`src/rtl/sysid_check_pkg.sv`:
```
// sysid_check_pkg: shared state encoding, counter widths and default expected values for the sysid checker
package sysid_check_pkg;
    localparam int TMO_W   = 8;
    localparam int RETRY_W = 2;
    localparam logic [31:0] DEF_EXPECTED_ID = 32'd0;
    localparam logic [31:0] DEF_EXPECTED_TS = 32'd1575711232;
    typedef logic [2:0] state_t;
    localparam state_t S_START   = 3'd0;
    localparam state_t S_RD_ID   = 3'd1;
    localparam state_t S_WAIT_ID = 3'd2;
    localparam state_t S_RD_TS   = 3'd3;
    localparam state_t S_WAIT_TS = 3'd4;
    localparam state_t S_COMPARE = 3'd5;
    localparam state_t S_DONE    = 3'd6;
endpackage

```
`src/rtl/avm_single_read.sv`:
```
// avm_single_read: one Avalon-MM read with waitrequest, optional readdatavalid and a cycle timeout
//   clk_i/rst_ni         clock, async active-low reset
//   start_i              clears the timeout counter (next cycle starts a fresh attempt)
//   req_i / wait_i       caller is in its request / waiting-for-data phase
//   avm_*                Avalon-MM master side (read, waitrequest, readdatavalid, readdata)
//   accept_o             request accepted this cycle
//   valid_o / data_o     read data available this cycle
//   timeout_o            attempt expired; the caller must abort
module avm_single_read import sysid_check_pkg::*; #(
    parameter int USE_READDATAVALID = 0,
    parameter int TIMEOUT_CYCLES    = 255
) (
    input  logic        clk_i,
    input  logic        rst_ni,
    input  logic        start_i,
    input  logic        req_i,
    input  logic        wait_i,
    input  logic        avm_waitrequest_i,
    input  logic        avm_readdatavalid_i,
    input  logic [31:0] avm_readdata_i,
    output logic        avm_read_o,
    output logic        accept_o,
    output logic        valid_o,
    output logic        timeout_o,
    output logic [31:0] data_o
);
    logic [TMO_W-1:0] cnt_q, cnt_d;
    logic             expired;
    // Once expired the request is withdrawn for one dead cycle, so a retry shows a clean read edge.
    assign expired    = int'(cnt_q) >= TIMEOUT_CYCLES;
    assign avm_read_o = req_i & ~expired;
    assign accept_o   = avm_read_o & ~avm_waitrequest_i;
    assign valid_o    = (USE_READDATAVALID != 0) ? (wait_i & ~expired & avm_readdatavalid_i) : accept_o;
    assign timeout_o  = (req_i | wait_i) & expired;
    assign data_o     = avm_readdata_i;
    assign cnt_d      = start_i ? '0 : ((req_i | wait_i) && cnt_q != '1) ? cnt_q + 1'b1 : cnt_q;
    always_ff @(posedge clk_i or negedge rst_ni) begin
        if (!rst_ni) cnt_q <= '0;
        else         cnt_q <= cnt_d;
    end
endmodule

```
`src/rtl/sysid_check_sequencer.sv`:
```
// sysid_check_sequencer: boot-time reader/checker of the sysid peripheral (word 0 = ID, word 1 = timestamp)
//   clock/reset_n                  clock, async active-low reset
//   recheck                        pulse in DONE restarts the sequence
//   avm_address/avm_read           Avalon-MM request to the sysid slave
//   avm_readdata/avm_waitrequest/avm_readdatavalid   slave response
//   id_value/timestamp_value       captured words
//   busy/done/id_ok/ts_ok/pass     sequence status
//   timeout_err/retry_count        retry bookkeeping
module sysid_check_sequencer import sysid_check_pkg::*; #(
    parameter logic [31:0] EXPECTED_ID        = DEF_EXPECTED_ID,
    parameter logic [31:0] EXPECTED_TIMESTAMP = DEF_EXPECTED_TS,
    parameter int          CHECK_TIMESTAMP    = 1,
    parameter int          USE_READDATAVALID  = 0,
    parameter int          TIMEOUT_CYCLES     = 255,
    parameter int          MAX_RETRIES        = 3
) (
    input  logic               clock,
    input  logic               reset_n,
    input  logic               recheck,
    output logic               avm_address,
    output logic               avm_read,
    input  logic [31:0]        avm_readdata,
    input  logic               avm_waitrequest,
    input  logic               avm_readdatavalid,
    output logic [31:0]        id_value,
    output logic [31:0]        timestamp_value,
    output logic               busy,
    output logic               done,
    output logic               id_ok,
    output logic               ts_ok,
    output logic               pass,
    output logic               timeout_err,
    output logic [RETRY_W-1:0] retry_count
);
    state_t             state_q, state_d;
    logic [31:0]        id_q, id_d, ts_q, ts_d, rd_data;
    logic               id_ok_q, id_ok_d, ts_ok_q, ts_ok_d, terr_q, terr_d;
    logic [RETRY_W-1:0] retry_q, retry_d;
    logic               in_rd, in_wait, is_ts, rd_start, rd_accept, rd_valid, rd_timeout;

    assign in_rd   = state_q == S_RD_ID || state_q == S_RD_TS;
    assign in_wait = state_q == S_WAIT_ID || state_q == S_WAIT_TS;
    assign is_ts   = state_q == S_RD_TS || state_q == S_WAIT_TS;
    // Counter restarts on every entry into a read state, including a retry back into RD_ID.
    assign rd_start = (state_d == S_RD_ID || state_d == S_RD_TS) && (state_d != state_q || rd_timeout);

    avm_single_read #(
        .USE_READDATAVALID (USE_READDATAVALID),
        .TIMEOUT_CYCLES    (TIMEOUT_CYCLES)
    ) u_rd (
        .clk_i               (clock),
        .rst_ni              (reset_n),
        .start_i             (rd_start),
        .req_i               (in_rd),
        .wait_i              (in_wait),
        .avm_waitrequest_i   (avm_waitrequest),
        .avm_readdatavalid_i (avm_readdatavalid),
        .avm_readdata_i      (avm_readdata),
        .avm_read_o          (avm_read),
        .accept_o            (rd_accept),
        .valid_o             (rd_valid),
        .timeout_o           (rd_timeout),
        .data_o              (rd_data)
    );

    always_comb begin
        state_d = state_q;
        id_d    = id_q;
        ts_d    = ts_q;
        id_ok_d = id_ok_q;
        ts_ok_d = ts_ok_q;
        terr_d  = terr_q;
        retry_d = retry_q;
        case (state_q)
            S_START: state_d = S_RD_ID;
            S_RD_ID, S_WAIT_ID, S_RD_TS, S_WAIT_TS: begin
                if (rd_valid) begin
                    id_d    = is_ts ? id_q : rd_data;
                    ts_d    = is_ts ? rd_data : ts_q;
                    state_d = is_ts ? S_COMPARE : S_RD_TS;
                end else if (rd_accept && USE_READDATAVALID != 0) begin
                    state_d = is_ts ? S_WAIT_TS : S_WAIT_ID;
                end else if (rd_timeout) begin
                    if (int'(retry_q) < MAX_RETRIES) begin
                        retry_d = (retry_q == '1) ? retry_q : retry_q + 1'b1;
                        state_d = S_RD_ID;
                    end else begin
                        terr_d  = 1'b1;
                        state_d = S_DONE;
                    end
                end
            end
            S_COMPARE: begin
                id_ok_d = id_q == EXPECTED_ID;
                ts_ok_d = (CHECK_TIMESTAMP == 0) || (ts_q == EXPECTED_TIMESTAMP);
                state_d = S_DONE;
            end
            S_DONE: begin
                if (recheck) begin
                    id_ok_d = 1'b0;
                    ts_ok_d = 1'b0;
                    terr_d  = 1'b0;
                    retry_d = '0;
                    state_d = S_RD_ID;
                end
            end
            default: state_d = S_START;
        endcase
    end

    always_ff @(posedge clock or negedge reset_n) begin
        if (!reset_n) begin
            state_q <= S_START;
            id_q    <= '0;
            ts_q    <= '0;
            id_ok_q <= 1'b0;
            ts_ok_q <= 1'b0;
            terr_q  <= 1'b0;
            retry_q <= '0;
        end else begin
            state_q <= state_d;
            id_q    <= id_d;
            ts_q    <= ts_d;
            id_ok_q <= id_ok_d;
            ts_ok_q <= ts_ok_d;
            terr_q  <= terr_d;
            retry_q <= retry_d;
        end
    end

    // All status outputs decode registers only, so done and pass move together on one edge.
    assign avm_address     = is_ts;
    assign busy            = in_rd | in_wait | (state_q == S_COMPARE);
    assign done            = state_q == S_DONE;
    assign pass            = done & id_ok_q & ts_ok_q & ~terr_q;
    assign id_ok           = id_ok_q;
    assign ts_ok           = ts_ok_q;
    assign timeout_err     = terr_q;
    assign retry_count     = retry_q;
    assign id_value        = id_q;
    assign timestamp_value = ts_q;
endmodule

```
`config.mk`:
```
export PLATFORM = sky130hd
export DESIGN_NAME = sysid_check_sequencer
export DESIGN_NICKNAME = d
export VERILOG_FILES = /design/src/rtl/sysid_check_pkg.sv /design/src/rtl/avm_single_read.sv /design/src/rtl/sysid_check_sequencer.sv
export SDC_FILE = /design/constraint.sdc
export NUM_CORES = 1
export LEC_CHECK = 0
export CORE_ASPECT_RATIO = 1.5
export CORE_MARGIN = 3
export CORE_UTILIZATION = 50
export CTS_CLUSTER_SIZE = 12
export DETAILED_ROUTE_END_ITERATION = 12
export GPL_ROUTABILITY_DRIVEN = 0
export PLACE_DENSITY = 0.93
export SLEW_MARGIN = 20
export SYNTH_ARGS = -nofsm -noshare
export SYNTH_HDL_FRONTEND = slang
export SYNTH_SLANG_ARGS = --single-unit
```
`constraint.sdc`:
```
create_clock -name clock -period 2.8 [get_ports clock]
set_input_delay 0.56 -clock clock [delete_from_list [all_inputs] [get_ports clock]]
set_output_delay 0.56 -clock clock [all_outputs]
set_load 0.02 [all_outputs]
```
==> flow_metrics.env <==
export IMPL_synthArstFlopShare_pct=100
export IMPL_cts_tree="built"
export IMPL_p_sw_mw=2.46
export IMPL_clock_sinks=80
export IMPL_p_clk_share_pct=14.5
export IMPL_num_fill_cells=469
export IMPL_syn_to_final_growth_pct=38.3
export IMPL_path_clk_slew_ps=80
export IMPL_grtUsageTotal_pct=22.5
export IMPL_htreeDepth=3
export IMPL_hold_viol_final=0
export IMPL_ctsResizeCount=0
export IMPL_antenna_found_initial=0
export IMPL_synth_top_cell_area_share_pct=56.1
export IMPL_p_sw_share_pct=38.9
export IMPL_die_w_microns=75.0
export IMPL_netlist_instances=270
export IMPL_worst_setup_path_end_kind="output pin"
export IMPL_synth_area_leaders="dfrtp_1 56%, mux2_2 20%, nor4_1 2.6%"
export IMPL_drtIter0Drc=144
export IMPL_fp_dieH_microns=109
export IMPL_yosysWarnings=0
export IMPL_final_common_cell="clkdlybuf4s50_1"
export IMPL_place_hpwl_mm=6.40
export IMPL_slew_violations=0
export IMPL_syn_area_sq_mm=0.00357
export IMPL_irDropWorstVdd_mv=0.814
export IMPL_setup_slack_ps=116
export IMPL_port_buffers=109
export IMPL_drive_above_1_share_pct=23.3
export IMPL_final_cell_area_sq_mm=0.00494
export IMPL_coreArea_sq_mm=0.00690
export IMPL_synth_largest_area_cell="dfrtp_1"
export IMPL_postCtsHoldBufs=0
export IMPL_synth_seq_cells=80
export IMPL_placed_area_sq_mm=0.00471
export IMPL_wirelength_mm=8.88
export IMPL_ant_nets=0
export IMPL_crit_type="flip-flop to output pin"
export IMPL_synth_area_per_cell_sq_um=13.2
export IMPL_p_leak_nw=2.02
export IMPL_yosysUniqueCellTypes=45
export IMPL_synth_edf_count=0
export IMPL_dieArea_sq_mm=0.00821
export IMPL_finalCritPeriodShare_pct=95.8
export IMPL_cp_arrival_ps=2120
export IMPL_cts_setup_buffers=0
export IMPL_start_util_pct=51.8
export IMPL_maxCapViolations=0
export IMPL_first_global_vias=2791
export IMPL_fin_util_pct=71.6
export IMPL_power_total_mw=6.31
export IMPL_insertion_delay_ps=350
export IMPL_worstMarginPinSlew_ps=989
export IMPL_wl_per_cell_microns=19.1
export IMPL_num_vias=2640
export IMPL_r2r_setup_slack_ps=530
export IMPL_drt_first_pass_iters=4
export IMPL_grt_max_degree=81
export IMPL_rsz0062_at_grt="false"
export IMPL_seq_power_share_pct=34.7
export IMPL_cts_max_path_buffers=2
export IMPL_cp_start_kind="flip-flop"
export IMPL_ys_dominant_reg_cell="dfrtp_1"
export IMPL_status="completed"
export IMPL_pwr_share_comb_pct=50.9
export IMPL_dpl_worst_slack_ps=228
export IMPL_period_minus_slack_ps=2680
export IMPL_grt_first_pass_wirelength_mm=13.9
export IMPL_intPower_mw=3.85
export IMPL_fin_tns_setup_ps=0
export IMPL_min_path_type="input port to asynchronous set/reset pin"
export IMPL_vias_per_cell=5.69
export IMPL_cts_buffers_inserted=9
export IMPL_setup_viol_count_final=0
export IMPL_powerDensity_mw_per_mm2=1280
export IMPL_drc=0
export IMPL_io_pin_count=111
export IMPL_r2r_start="u_rd.cnt_q[0]$_DFFE_PN0P_"
export IMPL_num_rows=37
export IMPL_r2r_end="timestamp_value[23]$_DFFE_PN0P_"
export IMPL_reg2reg_depth=5
export IMPL_nets=420
export IMPL_slew_headroom_pct=34.1
export IMPL_cp_data_required_time_ps=2240
export IMPL_fin_worst_skew_ps=8.53
export IMPL_cts_root_buf="clkbuf_8"
export IMPL_final_cell_mix="107 x clkdlybuf4s50_1, 80 x dfrtp_1, 63 x mux2_2, 20 x nand2_1, 15 x nor4_1"
export IMPL_synth_seq_area_share_pct=56.1
export IMPL_syn_nets=309
export IMPL_fmax_mhz=373
export IMPL_antenna_cells=0
export IMPL_critPathMaxFanout=11
export IMPL_gr_total_overflow=0
-- per-stage QoR --
| stage | cells | hold slack, ps |
|---|---|---|
| after global routing | 464 | 438 |
| after floorplan | 270 | 264 |
| after global placement | 448 | 506 |
| after detailed placement | 448 | 516 |
| after CTS | 464 | 398 |
| final | 464 | 357 |
-- metal layers --
metal	up-vias	global-route usage [%]	part of all wire, %
met3	16	4.67	3.9
met4	0	10.3	2.6
met5	-	0	0
met2	77	39.3	56
li1	1211	-	-
met1	1336	25.7	38
-- layout make-up --
| cell class | count | area, sq um | area share, % |
|---|---|---|---|
| multi-input combinational | 177 | 1500 | 30.4 |
| clock buffer | 11 | 131 | 2.66 |
| inverter | 1 | 3.75 | 0.0760 |
| timing repair buffer | 112 | 1130 | 22.8 |
| clock inverter | 5 | 78.8 | 1.60 |
| sequential | 80 | 2000 | 40.5 |
| tap | 78 | 97.6 | 1.98 |
-- worst max path at each step --
| stage | startpoint | to | slack, ps |
|---|---|---|---|
| after floorplan | state_q[2]$_DFF_PN0_ | pass | 840 |
| after global placement | avm_waitrequest | timestamp_value[23]$_DFFE_PN0P_ | 290 |
| after detailed placement | avm_waitrequest | timestamp_value[23]$_DFFE_PN0P_ | 230 |
| after CTS | state_q[1]$_DFF_PN0_ | busy | 10 |
| after global routing | state_q[1]$_DFF_PN0_ | busy | 10 |
| final | state_q[1]$_DFF_PN0_ | busy | 120 |
-- cells in the mapped netlist, types with 2 or more instances --
library cell  number
nand4_1            5
nor3_1             4
mux2_2            63
clkbuf_1           3
nor4_1            15
a31oi_1            2
buf_4              8
mux2i_1            3
ha_1               2
or4bb_1            2
dfrtp_1           80
o2bb2ai_1          2
nand3_1            7
nor2_1            12
xnor2_1            5
o221ai_1           2
nand2_1           20
a21oi_1            3
o21ai_0            6
-- power groups by stage --
stage	Combinational (mW)	Sequential, mW	Clock (mW)
2_1_floorplan	1.22	2.68	0
3_3_place_gp	3.12	2.16	0
3_5_place_dp	3.20	2.20	0
4_1_cts	3.22	2.18	0.923
5_1_grt	3.40	2.26	0.971
6_report	3.21	2.19	0.914
-- state kept, by name, indices dropped and copies added (netlist names) --
name             count
timestamp_value     32
ts_ok                1
retry_count          2
state_q              3
u_rd.cnt_q           8
id_value            32
id_ok                1
timeout_err          1
-- cell families (layout without fill, tap and decap cells) --
group	Yosys count	in the layout	share of synthesized area, %
compound gates	23	23	5.54
xor+xnor	7	7	1.93
fa+ha+maj	2	2	0.701
buf+inv	13	129	2.24
flops	80	80	56.1
mux	67	67	21.0
simple gates	78	78	12.5
-- critical path, stage by stage, from the launching register on --
cell and delay [ps]:
dfrtp_1 640, nor2_4 110, xnor2_4 370, nand2_1 100, clkdlybuf4s50_1 550
(Power assumes the default switching activity.)
